$ cat config.mk
export PLATFORM = sky130hd
export DESIGN_NAME = pipelined_addsub
export DESIGN_NICKNAME = d
export VERILOG_FILES = /design/src/rtl/pipelined_addsub.sv
export SDC_FILE = /design/constraint.sdc
export NUM_CORES = 2
export LEC_CHECK = 0
export CORE_MARGIN = 2
export CORE_UTILIZATION = 41
export CTS_BUF_LIST = sky130_fd_sc_hd__clkbuf_2
export CTS_CLUSTER_DIAMETER = 80
export DETAILED_ROUTE_END_ITERATION = 10
export SYNTH_ARGS = -nofsm -noshare
export SYNTH_HDL_FRONTEND = slang
export SYNTH_SLANG_ARGS = --single-unit
$ cat constraint.sdc
create_clock -name clk -period 8.26 [get_ports clk]
set_clock_uncertainty 0.15 [all_clocks]
set_input_delay 2.065 -clock clk [delete_from_list [all_inputs] [get_ports clk]]
set_output_delay 2.065 -clock clk [all_outputs]
set_load 0.01 [all_outputs]
$ cat src/rtl/pipelined_addsub.sv
// Carry-chained wide adder/subtractor, one limb resolved per stage, valid/ready with backpressure.
// Optional ADDSUB_ZERO_FLAG_EN adds a registered result_zero output built from per-limb zero bits.
module pipelined_addsub #(
   parameter int WIDTH  = 384,
   parameter int STAGES = 3
) (
   input  logic             clk,
   input  logic             resetn,
   input  logic             in_valid,
   output logic             in_ready,
   input  logic             sub,
   input  logic             cin,
   input  logic [WIDTH-1:0] a,
   input  logic [WIDTH-1:0] b,
   output logic             out_valid,
   input  logic             out_ready,
`ifdef ADDSUB_ZERO_FLAG_EN
   output logic             result_zero,
`endif
   output logic [WIDTH:0]   result
);

   localparam int L = WIDTH / STAGES;

   // acc holds limbs already resolved; a/b carry the not-yet-consumed upper limbs
   logic [STAGES-1:0][WIDTH-1:0] acc_q, acc_d;
   logic [STAGES-1:0][WIDTH-1:0] a_q, a_d;
   logic [STAGES-1:0][WIDTH-1:0] b_q, b_d;
   logic [STAGES-1:0]            carry_q, carry_d;
   logic [STAGES-1:0]            valid_q, valid_d;
   logic [STAGES-1:0][L:0]       limb_sum;
   logic [WIDTH-1:0]             b_eff;
   logic                         adv;
`ifdef ADDSUB_ZERO_FLAG_EN
   logic [STAGES-1:0]            zero_q, zero_d;
`endif

   always_comb begin
      adv      = ~valid_q[STAGES-1] | out_ready;
      b_eff    = sub ? ~b : b;
      acc_d    = acc_q;
      a_d      = a_q;
      b_d      = b_q;
      carry_d  = carry_q;
      valid_d  = valid_q;
      limb_sum = '0;
`ifdef ADDSUB_ZERO_FLAG_EN
      zero_d   = zero_q;
`endif

      limb_sum[0] = {1'b0, a[L-1:0]} + {1'b0, b_eff[L-1:0]} + {{L{1'b0}}, sub | cin};
      for (int k = 1; k < STAGES; k++) begin
         limb_sum[k] = {1'b0, a_q[k-1][k*L +: L]} + {1'b0, b_q[k-1][k*L +: L]}
                     + {{L{1'b0}}, carry_q[k-1]};
      end

      if (adv) begin
         acc_d[0]          = '0;
         acc_d[0][L-1:0]   = limb_sum[0][L-1:0];
         carry_d[0]        = limb_sum[0][L];
         a_d[0]            = a;
         b_d[0]            = b_eff;
         valid_d[0]        = in_valid;
`ifdef ADDSUB_ZERO_FLAG_EN
         // zero bit is gated with valid so the final flag needs no extra qualification
         zero_d[0]         = in_valid & ~|limb_sum[0][L-1:0];
`endif
         for (int k = 1; k < STAGES; k++) begin
            acc_d[k]           = acc_q[k-1];
            acc_d[k][k*L +: L] = limb_sum[k][L-1:0];
            carry_d[k]         = limb_sum[k][L];
            a_d[k]             = a_q[k-1];
            b_d[k]             = b_q[k-1];
            valid_d[k]         = valid_q[k-1];
`ifdef ADDSUB_ZERO_FLAG_EN
            zero_d[k]          = zero_q[k-1] & ~|limb_sum[k][L-1:0];
`endif
         end
      end
   end

   always_ff @(posedge clk) begin
      if (!resetn) begin
         acc_q   <= '0;
         a_q     <= '0;
         b_q     <= '0;
         carry_q <= '0;
         valid_q <= '0;
`ifdef ADDSUB_ZERO_FLAG_EN
         zero_q  <= '0;
`endif
      end else begin
         acc_q   <= acc_d;
         a_q     <= a_d;
         b_q     <= b_d;
         carry_q <= carry_d;
         valid_q <= valid_d;
`ifdef ADDSUB_ZERO_FLAG_EN
         zero_q  <= zero_d;
`endif
      end
   end

   assign in_ready  = adv;
   assign out_valid = valid_q[STAGES-1];
   assign result    = {carry_q[STAGES-1], acc_q[STAGES-1]};
`ifdef ADDSUB_ZERO_FLAG_EN
   assign result_zero = zero_q[STAGES-1];
`endif

   // consumed lower limbs and the last stage's operand copies are never read
   logic unused_skew;
   assign unused_skew = ^{a_q, b_q};

endmodule
== Word-level counts from Yosys, hierarchy flattened ==
Index checks and enable logic that the tools add are counted.

* Register bits after elaboration: 2,310
* Output and inout bits: 387
* Logic and storage cells: 20

* Add/subtract/negate cells: 6
* Muxes and demuxes: 1
* Bitwise operators: 4

{| class="wikitable"
|+ Operators by type and width
! kind !! number
|-
| 128-bit by 128-bit adder with 129-bit output || 3
|-
| 129-bit by 1-bit adder with 129-bit output || 3
|-
| 384-bit two-way mux || 1
|-
| 384-bit NOT || 1
|-
| 1-bit OR || 2
|-
| 1-bit NOT || 1
|}

== Logic depth before layout (Yosys ltp) ==
* Depth after elaboration: 4
* Depth in mapped cells: 20
* Depth with buffers taken out: 17

== Least setup slack after synthesis ==
OpenSTA, ideal clock, no wires.

* Path type: input to register
* Start: input sub
* End: register acc_q[118] in the netlist's numbering
* Arrival time: 6,473 ps
* Required time: 7,985 ps
* Slack: 1,512 ps
* Cell stages on the path: 20
* Path buffers: 3
* Path through: clkbuf_1 > clkbuf_1 > buf_1 > xor2_1 > fa_1 > inv_1 > fa_1 > nand2b_1 > a21oi_1 > o21ai_1 > a2111oi_0 > o31ai_1 > a211oi_2 > nor3_1 > a21oi_2 > a41oi_1 > o31a_1 > o41ai_2 > xnor2_1 > o21ai_1

* Cells in the longest elaborated chain, start to end: 3

{| class="wikitable"
|+ Ends and longest elaborated chain
! element !! RTL line !! text
|-
| from (decl) || 11 || <nowiki>input logic sub,</nowiki>
|-
| 384-bit two-way mux || 40 || <nowiki>b_eff = sub ? ~b : b;</nowiki>
|-
| 128-bit by 128-bit adder with 129-bit output || 51 || <nowiki>limb_sum[0] = {1'b0, a[L-1:0]} + {1'b0, b_eff[L-1:0]} + {{L{1'b0}}, sub | cin};</nowiki>
|-
| 129-bit by 1-bit adder with 129-bit output * || 51 ||
|-
| to (signal assigned) || 84 || <nowiki>acc_q <= '0;</nowiki>
|-
| to (signal assigned) || 93 || <nowiki>acc_q <= acc_d;</nowiki>
|-
| to (decl) || 26 || <nowiki>logic [STAGES-1:0][WIDTH-1:0] acc_q, acc_d;</nowiki>
|}

Every way passes the cells marked *; elsewhere a longest branch is shown, timed or not.
A chain may end at the register's enable or synchronous reset.

== Final worst setup path ==
* Start: input out_ready
* End: output in_ready

* Cells in the longest elaborated chain, start to end: 1

{| class="wikitable"
|+ Ends and longest elaborated chain
! element !! RTL line !! text
|-
| from (decl) || 16 || <nowiki>input logic out_ready,</nowiki>
|-
| 1-bit OR || 39 || <nowiki>adv = ~valid_q[STAGES-1] | out_ready;</nowiki>
|-
| to (decl) || 10 || <nowiki>output logic in_ready,</nowiki>
|}

No other way between the ends.

==> metrics.md <==
| Metric | Value |
|---|---|
| Crit path max fanout | `68` |
| Die Y | `about 450 µm` |
| Final number of setup-violating endpoints | `0` |
| Highest-count cells in the layout ignoring fill and taps | `nand2_1, a21oi_1, dfxtp_1` |
| Initial Util | `0.412` |
| Layout Cells excl Fill | `around 14,000` |
| Req. time, crit path | `6.05 ns` |
| Most common flop cell mapped by yosys | `dfxtp_1` |
| Clk_lat worst skew | `1.89 ns` |
| Post-CTS resize count | `0` |
| Leakage | `roughly 39 nW` |
| Asr flop ratio synth | `0` |
| Layout area overhead | `16.8%` |
| Placed Instances | `13,500` |
| Pwr Density | `193 mW/mm²` |
| Max clock buf depth | `4` |
| Routed WL | `326 mm` |
| Max-Cap Viols | `0` |
| Min Tclk post-route | `6.54 ns` |
| Vias post-DR | `approximately 78,000` |
| I/O Buffers | `1,160` |
| CTS Buf Count | `around 430` |
| Gr ovfl total | `0` |
| Gp weighted congestion | `between 0.9 and 1` |
| Sw Ratio | `0.347` |
| Unique cell type count in the Yosys netlist | `around 90` |
| Synth warnings | `0` |
| Drt via density | `5.45` |
| Logic pwr share | `0.236` |
| Clk pwr share | `0.301` |
| Worst-Margin Slew | `1.28 ns` |
| Slew margin rel. | `0.139` |
| Core area | `0.199 mm²` |
| Cell area after synthesis | `roughly 0.082 mm²` |
| F_max | `about 150 MHz` |
| Post-synth EDFFs | `0` |
| Final period utilization | `0.792` |
| First-pass GRT wire length | `around 480 mm` |
| Internal power | `12.1 mW` |
| Hold/Removal Path Class | `reg2reg` |
| Syn Nets | `about 12,000` |
| Share of layout cells above drive strength 1 | `0.0670` |
| Yosys top cell by area | `dfxtp_1` |
| Tot GR Track Use | `0.305` |
| Hold Buf Count CTS | `0` |
| Setup TNS | `0 ns` |
| Register area share after synthesis | `0.376` |
| WHS Path Cells | `2` |
| Slew Viols, Final | `0` |
| Clock slew at reported path FFs | `0.10 ns` |
| Post-CTS Setup Inserts | `0` |
| Avg WL per Cell | `22.8 µm` |
| Fin nets | `12,500` |
| Status | `finished clean` |
| RSZ-0062 raised after global routing | `no` |
| Die area | `0.204 mm²` |
| Drt initial violations | `6,420` |
| Synth area leaders | `dfxtp_1, nand2_1, a21oi_1, ha_1, xnor2_1` |
| Share of the synthesized area in the top cell type | `0.376` |
| H-tree lvl count | `5` |
| R2R Setup Slk | `around 2.4 ns` |
| Syn Area/Cell | `roughly 7.6 µm²` |
| Commonest non-fill, non-tap cell in the layout | `nand2_1` |
| Largest net degree at the start of global routing | `238` |
| NetSw | `6.42 mW` |
| TritonCTS clock tree | `yes` |
| R2r worst-path depth | `15` |
| Die W | `452 µm` |
| Setup CP Type | `in2out` |
| Total Power | `18.5 mW` |
| TritonCTS Sinks | `1,542` |
| Final Hold Fails | `0` |
| Detailed Place HPWL | `250 mm` |
| CP arrival | `4.33 ns` |
| Initial antenna violation count | `35` |
| Final ANT Viol Nets | `0` |
| Row count | `164` |
| Pre-antenna DRT Iters | `6` |
| DRC viols | `0` |
| Syn Inst Count | `10,800` |
| Critical Path Sink Type | `output port` |
| Seq pwr share | `0.463` |
| Peak supply drop | `115 µV` |
| CTS Root Cell | `clkbuf_2` |
| Setup crit start kind | `input port` |
| IO Pins | `1,161` |
| Synthesized flop and latch total | `between 1,500 and 2,000` |
| Vias in the first global route | `74,700` |
[final timing paths]
kind | end | start
max | in_ready | out_ready
min | result[15]$_SDFFE_PN0P_ | acc_q[399]$_SDFFE_PN0P_
max reg2reg | acc_q[638]$_SDFFE_PN0P_ | a_q[128]$_SDFFE_PN0P_
min reg2reg | result[15]$_SDFFE_PN0P_ | acc_q[399]$_SDFFE_PN0P_
[layer usage]
layer | vias up | share of wire | global-route usage
li1 | 37800 | - | -
met1 | 37000 | 0.43 | 0.391
met2 | 2576 | 0.45 | 0.482
met3 | 638 | 0.056 | 0.0533
met4 | 10 | 0.061 | 0.180
met5 | - | 0.00017 | 0
[cells in the mapped netlist, types with 7 or more instances]
cell type / count
nand2_1: 2677
a21oi_1: 1672
dfxtp_1: 1542
clkbuf_1: 676
nor2_1: 575
xnor2_1: 474
o21ai_0: 392
buf_4: 389
ha_1: 381
a211oi_1: 327
a21o_1: 266
xor2_1: 263
nand4_1: 186
inv_1: 129
o21bai_1: 117
nor3_1: 76
nand3_1: 52
buf_1: 44
o21a_1: 44
a31oi_1: 41
o31ai_1: 36
or3_1: 31
nand2b_1: 29
nor2b_1: 29
a21boi_0: 27
o21ai_1: 25
nor4_1: 20
o211ai_1: 19
or2_2: 18
and2_1: 16
and3_1: 15
o221ai_1: 15
a211o_1: 11
buf_2: 11
a221oi_1: 9
o31a_1: 9
a31o_2: 8
or4_1: 8
a221o_1: 7
a22o_1: 7
o41ai_1: 7
[cell type report]
| type | instances | area, µm² |
|---|---|---|
| fill | 20400 | 104000 |
| sequential | 1542 | 30900 |
| clock inverter | 121 | 676 |
| clock buffer | 615 | 3080 |
| antenna | 29 | 72.6 |
| timing repair buffer | 1217 | 12300 |
| tap | 2656 | 3320 |
| multi-input combinational | 8001 | 45100 |
| inverter | 131 | 507 |
[flip-flops by register name, summed over array words and instances, names as in the netlist]
register	count
carry_q	3
a_q	384
result	384
valid_q	3
acc_q	384
b_q	384
[metrics by stage]
step                      hold slack (ns)  area [µm²]   util  setup slack (ns)
after floorplan                     0.275       82100      -              1.51
after global placement              0.288       92000  0.461             0.717
after detailed placement            0.292       92000  0.461             0.739
after CTS                           0.231       95800  0.480              1.73
after global routing                0.274       95900  0.481              1.67
final                               0.177       95900  0.481              1.72
[critical path: stages]
cell and delay [ns]:
clkdlybuf4s50_1 0.45, nor2b_4 0.60, inv_8 0.33, clkdlybuf4s50_1 0.85
[power by group through the flow]
stage / clock network (mW) / registers [mW] / logic [mW]
6_report: 5.58 / 8.57 / 4.38
5_1_grt: 6.12 / 8.64 / 4.72
4_1_cts: 5.73 / 8.57 / 4.34
3_5_place_dp: 0 / 8.73 / 4.31
3_3_place_gp: 0 / 8.73 / 4.32
2_1_floorplan: 0 / 8.52 / 2.74
[cell families after synthesis]
family	count (synthesis)	synth area share
AOI/OAI and AO/OA	3114	0.224
and+or+nand+nor	3761	0.187
muxes	2	0.000244
DFF	1542	0.376
buffers and inverters	1252	0.0753
xor gates and xnor gates	737	0.0786
adders and majority gates	387	0.0595
Power figures use the tool's default switching activity.
